**src/rtl/cache_arb_pkg.sv**
```systemverilog
// cache_arb_pkg: shared state/requester types and default widths for the cacheline arbiter
package cache_arb_pkg;
  localparam int ADDR_W = 32;
  localparam int LINE_W = 256;
  typedef enum logic [1:0] {IDLE, BUSY, RESP} arb_state_t;
  typedef enum logic {REQ_I, REQ_D} req_id_t;
endpackage

```
**src/rtl/cacheline_arbiter_if.sv**
```systemverilog
// cacheline_arbiter_if: icache, dcache and adaptor signals around the arbiter
interface cacheline_arbiter_if #(
  parameter int ADDR_W = cache_arb_pkg::ADDR_W,
  parameter int LINE_W = cache_arb_pkg::LINE_W,
  parameter int BE_W   = LINE_W / 8
);
  logic              i_read;
  logic [ADDR_W-1:0] i_address;
  logic [LINE_W-1:0] i_rdata;
  logic              i_resp;
  logic              d_read;
  logic              d_write;
  logic [ADDR_W-1:0] d_address;
  logic [LINE_W-1:0] d_wdata;
  logic [BE_W-1:0]   d_byte_enable;
  logic [LINE_W-1:0] d_rdata;
  logic              d_resp;
  logic              mem_read;
  logic              mem_write;
  logic [ADDR_W-1:0] mem_address;
  logic [LINE_W-1:0] mem_wdata;
  logic [BE_W-1:0]   mem_byte_enable;
  logic [LINE_W-1:0] mem_rdata;
  logic              mem_resp;
  modport slave (
    input  i_read, i_address, d_read, d_write, d_address, d_wdata, d_byte_enable, mem_rdata, mem_resp,
    output i_rdata, i_resp, d_rdata, d_resp, mem_read, mem_write, mem_address, mem_wdata, mem_byte_enable
  );
  modport master (
    output i_read, i_address, d_read, d_write, d_address, d_wdata, d_byte_enable, mem_rdata, mem_resp,
    input  i_rdata, i_resp, d_rdata, d_resp, mem_read, mem_write, mem_address, mem_wdata, mem_byte_enable
  );
endinterface

```
**src/rtl/cache_arb_pick.sv**
```systemverilog
// cache_arb_pick: winner select between icache and dcache requests
// CACHE_ARB_RR_EN picks the cache not served last on contention, else dcache always wins
module cache_arb_pick
  import cache_arb_pkg::*;
(
  input  logic    i_req,
  input  logic    d_req,
`ifdef CACHE_ARB_RR_EN
  input  req_id_t last,
`endif
  output logic    any,
  output req_id_t win
);
  always_comb begin
    any = i_req || d_req;
`ifdef CACHE_ARB_RR_EN
    win = (d_req && (!i_req || last == REQ_I)) ? REQ_D : REQ_I;
`else
    win = d_req ? REQ_D : REQ_I;
`endif
  end
endmodule

```
**src/rtl/cacheline_arbiter.sv**
```systemverilog
// cacheline_arbiter: shares the cacheline adaptor between icache and dcache, one line at a time
// CACHE_ARB_RR_EN selects round-robin arbitration instead of fixed dcache priority
module cacheline_arbiter #(
  parameter int ADDR_W = cache_arb_pkg::ADDR_W,
  parameter int LINE_W = cache_arb_pkg::LINE_W,
  parameter int BE_W   = LINE_W / 8
) (
  input logic                clk,
  input logic                rst,
  cacheline_arbiter_if.slave bus
);
  import cache_arb_pkg::*;
  arb_state_t state, state_n;
  req_id_t grant, win;
  logic any, d_req, op_wr, take;
  logic [ADDR_W-1:0] addr_q;
  logic [LINE_W-1:0] wdata_q, i_rdata_q, d_rdata_q;
  logic [BE_W-1:0] be_q;
`ifdef CACHE_ARB_RR_EN
  req_id_t last;
`endif
  assign d_req = bus.d_read || bus.d_write;
  cache_arb_pick u_pick (
    .i_req (bus.i_read),
    .d_req (d_req),
`ifdef CACHE_ARB_RR_EN
    .last  (last),
`endif
    .any   (any),
    .win   (win)
  );
  always_comb begin
    state_n = state == IDLE ? (any ? BUSY : IDLE) : state == BUSY ? (bus.mem_resp ? RESP : BUSY) : IDLE;
    take = state == BUSY && bus.mem_resp;
    bus.mem_read = state == BUSY && !op_wr;
    bus.mem_write = state == BUSY && op_wr;
    bus.mem_address = addr_q;
    bus.mem_wdata = wdata_q;
    bus.mem_byte_enable = be_q;
    bus.i_resp = state == RESP && grant == REQ_I;
    bus.d_resp = state == RESP && grant == REQ_D;
    bus.i_rdata = i_rdata_q;
    bus.d_rdata = d_rdata_q;
  end
  always_ff @(posedge clk or posedge rst) begin
    if (rst) begin
      state <= IDLE;
      grant <= REQ_I;
      op_wr <= 1'b0;
      addr_q <= '0;
      wdata_q <= '0;
      be_q <= '0;
      i_rdata_q <= '0;
      d_rdata_q <= '0;
`ifdef CACHE_ARB_RR_EN
      last <= REQ_I;
`endif
    end else begin
      state <= state_n;
      if (state == IDLE && any) begin
        grant <= win;
        op_wr <= win == REQ_D && bus.d_write;
        addr_q <= win == REQ_D ? bus.d_address : bus.i_address;
        wdata_q <= win == REQ_D ? bus.d_wdata : '0;
        be_q <= win == REQ_D ? bus.d_byte_enable : '1;
      end
      if (take && !op_wr && grant == REQ_I) i_rdata_q <= bus.mem_rdata;
      if (take && !op_wr && grant == REQ_D) d_rdata_q <= bus.mem_rdata;
`ifdef CACHE_ARB_RR_EN
      if (take) last <= grant;
`endif
    end
  end
  a_no_rd_wr: assert property (@(posedge clk) disable iff (rst) !(bus.d_read && bus.d_write));
endmodule

```
**src/flat_wrapper.sv**
```systemverilog
// flat-port wrapper written by rule: the top's interface ports become plain ports
module cacheline_arbiter_flat import cache_arb_pkg::*;
#(
  parameter int ADDR_W = cache_arb_pkg::ADDR_W,
  parameter int LINE_W = cache_arb_pkg::LINE_W,
  parameter int BE_W   = LINE_W / 8
)
  (clk, rst, bus_i_read, bus_i_address, bus_d_read, bus_d_write, bus_d_address, bus_d_wdata, bus_d_byte_enable, bus_mem_rdata, bus_mem_resp, bus_i_rdata, bus_i_resp, bus_d_rdata, bus_d_resp, bus_mem_read, bus_mem_write, bus_mem_address, bus_mem_wdata, bus_mem_byte_enable);
  cacheline_arbiter_if #(.ADDR_W(ADDR_W), .LINE_W(LINE_W), .BE_W(BE_W)) bus_i ();
  input logic clk;
  input logic rst;
  input wire logic [$bits(bus_i.i_read)-1:0] bus_i_read;
  input wire logic [$bits(bus_i.i_address)-1:0] bus_i_address;
  input wire logic [$bits(bus_i.d_read)-1:0] bus_d_read;
  input wire logic [$bits(bus_i.d_write)-1:0] bus_d_write;
  input wire logic [$bits(bus_i.d_address)-1:0] bus_d_address;
  input wire logic [$bits(bus_i.d_wdata)-1:0] bus_d_wdata;
  input wire logic [$bits(bus_i.d_byte_enable)-1:0] bus_d_byte_enable;
  input wire logic [$bits(bus_i.mem_rdata)-1:0] bus_mem_rdata;
  input wire logic [$bits(bus_i.mem_resp)-1:0] bus_mem_resp;
  output wire logic [$bits(bus_i.i_rdata)-1:0] bus_i_rdata;
  output wire logic [$bits(bus_i.i_resp)-1:0] bus_i_resp;
  output wire logic [$bits(bus_i.d_rdata)-1:0] bus_d_rdata;
  output wire logic [$bits(bus_i.d_resp)-1:0] bus_d_resp;
  output wire logic [$bits(bus_i.mem_read)-1:0] bus_mem_read;
  output wire logic [$bits(bus_i.mem_write)-1:0] bus_mem_write;
  output wire logic [$bits(bus_i.mem_address)-1:0] bus_mem_address;
  output wire logic [$bits(bus_i.mem_wdata)-1:0] bus_mem_wdata;
  output wire logic [$bits(bus_i.mem_byte_enable)-1:0] bus_mem_byte_enable;
  assign bus_i.i_read = bus_i_read;
  assign bus_i.i_address = bus_i_address;
  assign bus_i.d_read = bus_d_read;
  assign bus_i.d_write = bus_d_write;
  assign bus_i.d_address = bus_d_address;
  assign bus_i.d_wdata = bus_d_wdata;
  assign bus_i.d_byte_enable = bus_d_byte_enable;
  assign bus_i.mem_rdata = bus_mem_rdata;
  assign bus_i.mem_resp = bus_mem_resp;
  assign bus_i_rdata = bus_i.i_rdata;
  assign bus_i_resp = bus_i.i_resp;
  assign bus_d_rdata = bus_i.d_rdata;
  assign bus_d_resp = bus_i.d_resp;
  assign bus_mem_read = bus_i.mem_read;
  assign bus_mem_write = bus_i.mem_write;
  assign bus_mem_address = bus_i.mem_address;
  assign bus_mem_wdata = bus_i.mem_wdata;
  assign bus_mem_byte_enable = bus_i.mem_byte_enable;
  cacheline_arbiter #(.ADDR_W(ADDR_W), .LINE_W(LINE_W), .BE_W(BE_W)) u_core (.clk(clk), .rst(rst), .bus(bus_i));
endmodule
```
**config.mk**
```make
export PLATFORM = sky130hd
export DESIGN_NAME = cacheline_arbiter_flat
export DESIGN_NICKNAME = d
export VERILOG_FILES = /design/src/rtl/cache_arb_pkg.sv /design/src/rtl/cacheline_arbiter_if.sv /design/src/rtl/cache_arb_pick.sv /design/src/rtl/cacheline_arbiter.sv /design/src/flat_wrapper.sv
export SDC_FILE = /design/constraint.sdc
export NUM_CORES = 1
export LEC_CHECK = 0
export BUFFER_PORTS_ARGS = -buffer_cell sky130_fd_sc_hd__buf_2
export CORE_AREA = 2 2 559 561
export CTS_CLUSTER_SIZE = 24
export DETAILED_ROUTE_END_ITERATION = 8
export DIE_AREA = 0 0 561 563
export GPL_TIMING_DRIVEN = 0
export HOLD_SLACK_MARGIN = 0.06
export PLACE_DENSITY = 0.3
export SLEW_MARGIN = 20
export SYNTH_ARGS = -nofsm -noshare
export SYNTH_HDL_FRONTEND = slang
export SYNTH_HIERARCHICAL = 1
export SYNTH_SLANG_ARGS = --single-unit
```
**constraint.sdc**
```tcl
create_clock -name clk -period 49.8 [get_ports clk]
set_input_delay 4.98 -clock clk [delete_from_list [all_inputs] [get_ports clk]]
set_output_delay 4.98 -clock clk [all_outputs]
set_load 0.05 [all_outputs]
```
# Yosys cells after proc, flatten, opt, wreduce, memory -nomap -nowiden
# Cells that the tools add are included.
# word_totals
regBits	836
in_bits	614
output_inout_bits	836
wordCells	33
# op_classes
eq_ne	2
muxes	8
n_bitwise	1
reduce_logical	14
# op_table
cell	count
two-way mux 256 bit	1
two-way mux 32 bit	2
logical AND 1 bit	10
two-way mux 2 bit	3
== test 2 x 1 -> 1 bit (second input constant)	1
== test 2 bit (second input constant)	1
zero test 2 bit	1
logical OR 1 bit	2
two-way mux 1 bit	2
zero test 1 bit	1
NOT 1 bit	1

# Depth between registers and ports, before layout
# depth
ltp_word	4
ltp_mapped	8
ltp_nobuf	5

# By module
# The synthesis kept the hierarchy.
# by_module_without_submodules
module	n_inst	cells_per_inst	area_each_um2	seq_area_each_um2
cacheline_arbiter	1	2492	31886.8	20920.1
cache_arb_pick	1	2	13.8	0.0

# Least setup slack after synthesis
# No wires, ideal clock.
# synth_timing
kind	in2reg
from	in bus_d_write
to	reg u_core.addr_q[0], in the netlist u_core/bus.mem_address[0]
setup_ns	0.083
t_arrival_ns	6.565
t_required_ns	49.717
setup_slack_ns	43.152
stages	8
n_path_buf	3
path_cell_list	or2_2 or2_1 or3b_2 clkbuf_1 clkbuf_1 clkbuf_1 nand2_1 o21ai_0
# synth_via
elab_chain_cells	3
elab_cells_between_ends	5
classes_between	2 x mux; 3 x reduce/logical
# synth_lines
item	line_no	source
start, declared	flat_wrapper.sv:15	input wire logic [$bits(bus_i.d_write)-1:0] bus_d_write;
logical OR 1 bit	cacheline_arbiter.sv:22	assign d_req = bus.d_read || bus.d_write;
logical OR 1 bit	cache_arb_pick.sv:15	any = i_req || d_req;
via u_core.any	cacheline_arbiter.sv:15	logic any, d_req, op_wr, take;
logical AND 1 bit	cacheline_arbiter.sv:60	if (state == IDLE && any) begin
end signal, assigned	cacheline_arbiter.sv:63	addr_q <= win == REQ_D ? bus.d_address : bus.i_address;
end, declared	cacheline_arbiter.sv:16	logic [ADDR_W-1:0] addr_q;
# The timed path passes the listed nets, and every way through them passes these cells.
# A chain may end at the register's enable or synchronous reset.

# Final worst setup path
# layout_timing
from	in bus_d_write
to	reg u_core.addr_q[3], in the netlist u_core/bus.mem_address[3]
# layout_via
elab_chain_cells	3
elab_cells_between_ends	5
classes_between	2 x mux; 3 x reduce/logical
# layout_lines
item	line_no
logical OR 1 bit	cacheline_arbiter.sv:22
via u_core.d_req	cacheline_arbiter.sv:15
logical OR 1 bit	cache_arb_pick.sv:15
via u_core.any	cacheline_arbiter.sv:15
logical AND 1 bit	cacheline_arbiter.sv:60
# The timed path passes the listed nets, and every way through them passes these cells.

==> summary by stage <==
STA
The number of hold-slack violations in the final timing report came to 0. The number of pins with negative max-slew slack in the final report is 0. Setup repair after global routing left no endpoint under its margin. The final critical-path required period is 7.42 ns. Final hold analysis gives a worst-case slack of 0.460 ns.

The final setup skew is 0.0514 ns. The relative slew slack is 29.5%. The highest attainable clock frequency is 0.135 GHz.

Setup violations remaining at the end of the flow were counted as 0. The period utilization is 14.9%. The sum of negative setup slack is 0 ns.

The actual slew at the worst max-slew pin is 1.06 ns.

Clock tree
Counting along the longest clock path gives a buffer depth of 4. After clock tree synthesis, the flow added hold-fix buffers numbering 0. The TritonCTS sink count is 836. The number of setup buffers added after CTS is 0. Clock latency on the worst-skew pair, taken at its later pin, is 0.81 ns. CTS placed an instance of sky130_fd_sc_hd__clkbuf_16 at the clock tree root. TritonCTS created 114 clock buffers. The CTS H-tree depth is 3. Clock-pin slew was measured on the worst setup and hold paths at 0.06 ns.

The TritonCTS clock tree is yes. The post-cts resize count is 0.

Placed design
The total of buffers placed on input and output ports is 1,449. Summing all placed instances gives a cell area of 44,700 um^2. Detailed placement ended at an HPWL of 179,000 um.

The congestion estimate from routability-driven global placement came to 0.866.

Global routing
The via count of the first global-routing pass was 28,200. The global-route met1 utilization is 13.1%. The largest net degree at the start of global routing is 91. The total overflow left after global routing is 0. Global routing used 12.8% of the available tracks across all layers.

The global routing usage on met2 is 24.2%. After global routing, the most crowded layer is met2. The first global-routing pass estimated 274,000 um of wire. The met3 global-route usage is 4.53%. The number of antenna violations at the first check in global routing is 211.

Route
The post-detailed-routing wire length is 210,000 um. For this block, the initial DRC count from the detailed router was 1,106. In this run the remaining antenna-violating nets after routing total 0. After detailed routing, the average wire length per cell comes to 25.1 um. The vias per cell is 3.22. The number of DRC violations after detailed routing is 0.

For this block, the via count after detailed routing is 26,900. The number of detailed-routing iterations run before antenna repair is 5.

Power
The overall power of the completed layout is 4.06 mW. The power density normalized to cell area is 83.5 nW/um^2. Summed over all cells, the static leakage comes to 23.5 nW. The worst-case IR drop observed on VDD is 30.6 uV.

Synth
The number of different library cells used by synthesis comes to 20. The number of enable flip-flop cells after synthesis is 0. The most used flip-flop cell after synthesis is sky130_fd_sc_hd__dfrtp_1. The post-synthesis cell area is 31,900 um^2. The main combinational cell family by area after synthesis is multiplexers. The compound-gate portion of the synthesized area is 1.13%.

The simple-gate share of the synthesized area is 11.2%. Counting flops and latches in the post-synthesis netlist gives 836. The multiplexer share of the synthesized area is 19.1%. The post-synthesis share of cell area spent on xor and xnor gates is 0%. The adder-cell share of the synthesized area is 0%. Counting every instance in the synthesized netlist gives 2,494.

Summing the sequential cell areas from Yosys gives 65.6% of the chip area. The net count after synthesis is 3,108. During synthesis, Yosys emitted a total of 6 warnings. The per-instance average area after synthesis is 12.8 um^2. Of all flip-flops after synthesis, the portion carrying an async set or reset was 100%.

Worst hold path
The class of the tightest hold or removal check is reg2reg. The worst hold path startpoint is u_core/bus.mem_wdata[1]. For hold timing, the worst endpoint is u_core/bus.mem_wdata[1]. The worst hold path was traced through 2 stages.

Floorplan
The core region is 310,000 um^2. The floorplan step set the die width to 561 um. The number of primary I/O pins is 1,450. The die outline area is 316,000 um^2. The height of the chip is 563 um. After floorplanning, the core was divided into 205 placement rows. The starting density of the core is 10.3%.

Setup path
The setup check on the worst reg-to-reg path leaves a slack of 46.84 ns. The required time of the worst setup path is 50.53 ns. Walking the worst path, the cells encountered are buf_2, or2_2, or2_1, or3b_2, clkbuf_1, clkbuf_2, clkbuf_1, nand2_1, o21ai_0. The delay contributed by the slowest stage of the critical path is 0.75 ns. The worst path arrival time is 8.16 ns. The largest fanout on the critical path is 10. The largest delay contributor family on the critical path is buffers and inverters.

The critical path buffer and inverter count is 4. The end of the worst register-to-register path is u_core/bus.mem_wdata[48]. The number of cells on the worst reg-to-reg path is 6. The critical path is of the in2reg type. Counting stages on the worst path, the most repeated cell is sky130_fd_sc_hd__clkbuf_1.

STA classifies the critical path startpoint as a primary input. For this design, the slowest cell found on the critical path is sky130_fd_sc_hd__clkbuf_1. Counting buffers and inverters, the worst setup path is 9 cells deep. The kind of end point of the critical path is a register. The startpoint identified for the worst register-to-register timing path is u_core/state[1].

Finish
The post-layout instance area is 48,600 um^2. The post-route netlist has 53.3% of its cells at a drive strength greater than 1. The post-layout net count is 4,685.

Compared with the post-synthesis result, the final layout area differs by 52.4%.

Job
Max-cap violations in this run came to 0.

Run status
The flow ran to the end, and the final reports show no timing, DRC or antenna violations.
-- how the worst max path moves through the flow --
stage                         start                   endpoint  slack, ns
global placement                rst    u_core/bus.d_rdata[227]       7.20
CTS                 u_core/state[0]               bus_mem_read      42.18
global route        u_core/state[0]               bus_mem_read      42.16
floorplan                       rst      u_core/bus.d_rdata[0]      21.33
finish                  bus_d_write  u_core/bus.mem_address[3]      42.38
detailed placement      bus_d_write  u_core/bus.mem_address[3]      41.33
-- metal layers --
layer	wire length (um)	vias up	part of all wire, %
met5	590	-	0.28
met4	7680	94	3.7
met3	17900	455	8.5
met2	111000	1318	53
met1	73200	13300	35
li1	-	11700	-
-- layout make-up --
cell class                      count  area, um^2
Fill cell                       35100      262000
Sequential cell                   836       20900
Multi-Input combinational cell   1459       10000
Timing Repair Buffer             1461        7560
Tap cell                         4140        5180
Clock buffer                      168        3360
Buffer                            165         842
Clock inverter                     30         424
Antenna cell                       68         170
Inverter                           34         135
-- where the power goes --
part | internal [mW] | switching, mW | total, mW
sequential | 0.982 | 0.159 | 1.14
combinational | 0.452 | 1.62 | 2.08
clock | 0.505 | 0.337 | 0.842
-- cell usage in the layout, fill, tap and decap left out, types with 3 or more instances in the layout --
cell type	n
sky130_fd_sc_hd__buf_2	1478
sky130_fd_sc_hd__dfrtp_1	836
sky130_fd_sc_hd__nand2_1	549
sky130_fd_sc_hd__mux2_2	512
sky130_fd_sc_hd__nand3_1	257
sky130_fd_sc_hd__clkbuf_1	127
sky130_fd_sc_hd__clkbuf_16	114
sky130_fd_sc_hd__diode_2	68
sky130_fd_sc_hd__mux2i_1	33
sky130_fd_sc_hd__inv_1	33
sky130_fd_sc_hd__nor2_1	33
sky130_fd_sc_hd__o21ai_0	32
sky130_fd_sc_hd__a31oi_1	32
sky130_fd_sc_hd__clkbuf_8	30
sky130_fd_sc_hd__buf_6	20
sky130_fd_sc_hd__clkinv_2	11
sky130_fd_sc_hd__buf_16	10
sky130_fd_sc_hd__bufinv_16	8
sky130_fd_sc_hd__buf_4	8
sky130_fd_sc_hd__clkinv_4	5
sky130_fd_sc_hd__clkbuf_2	5
sky130_fd_sc_hd__inv_6	4
sky130_fd_sc_hd__and3b_1	3
sky130_fd_sc_hd__nor3b_1	3
-- logic make-up after synthesis --
kind of cell,after synthesis
flip-flops,836
multiplexers,545
AND/OR/NAND/NOR,850
AO/OA/AOI/OAI,64
buffers and inverters,199
-- metrics by stage --
step                      instances  setup WS (ns)  utilization, %
after floorplan                2494          21.33               -
after global placement         8083           7.20            14.3
after detailed placement       8095          41.33            14.4
after CTS                      8293          42.18            15.6
after global routing           8329          42.16            15.6
final                          8361          42.38            15.7
-- sequential cells by signal (all words and copies together), names as in the netlist --
| register | flops |
|---|---|
| u_core/bus.d_rdata | 256 |
| u_core/bus.mem_byte_enable | 32 |
| u_core/state | 2 |
| u_core/op_wr | 1 |
| u_core/bus.mem_address | 32 |
| u_core/bus.i_rdata | 256 |
| u_core/grant | 1 |
| u_core/bus.mem_wdata | 256 |
-- synth_stat cells (8+ instances only) --
| library cell | n | area share, % |
|---|---|---|
| sky130_fd_sc_hd__inv_1 | 34 | 0.40 |
| sky130_fd_sc_hd__mux2_2 | 512 | 18 |
| sky130_fd_sc_hd__nand3_1 | 257 | 4.0 |
| sky130_fd_sc_hd__buf_6 | 20 | 0.71 |
| sky130_fd_sc_hd__clkbuf_1 | 108 | 1.3 |
| sky130_fd_sc_hd__mux2i_1 | 33 | 1.0 |
| sky130_fd_sc_hd__a31oi_1 | 32 | 0.63 |
| sky130_fd_sc_hd__dfrtp_1 | 836 | 66 |
| sky130_fd_sc_hd__nor2_1 | 33 | 0.39 |
| sky130_fd_sc_hd__nand2_1 | 549 | 6.5 |
| sky130_fd_sc_hd__buf_4 | 8 | 0.19 |
| sky130_fd_sc_hd__buf_2 | 29 | 0.45 |
| sky130_fd_sc_hd__o21ai_0 | 32 | 0.50 |
-- worst reg2reg max path, cell delays in order, from the launching register on --
cell and delay, ns:
sky130_fd_sc_hd__dfrtp_1 0.45, sky130_fd_sc_hd__nor3b_1 0.21, sky130_fd_sc_hd__clkbuf_2 0.52, sky130_fd_sc_hd__clkbuf_1 0.60, sky130_fd_sc_hd__clkbuf_1 0.55, sky130_fd_sc_hd__nand3_1 0.40
sky130_fd_sc_hd__nand2_1 0.17
(Power assumes the default switching activity.)
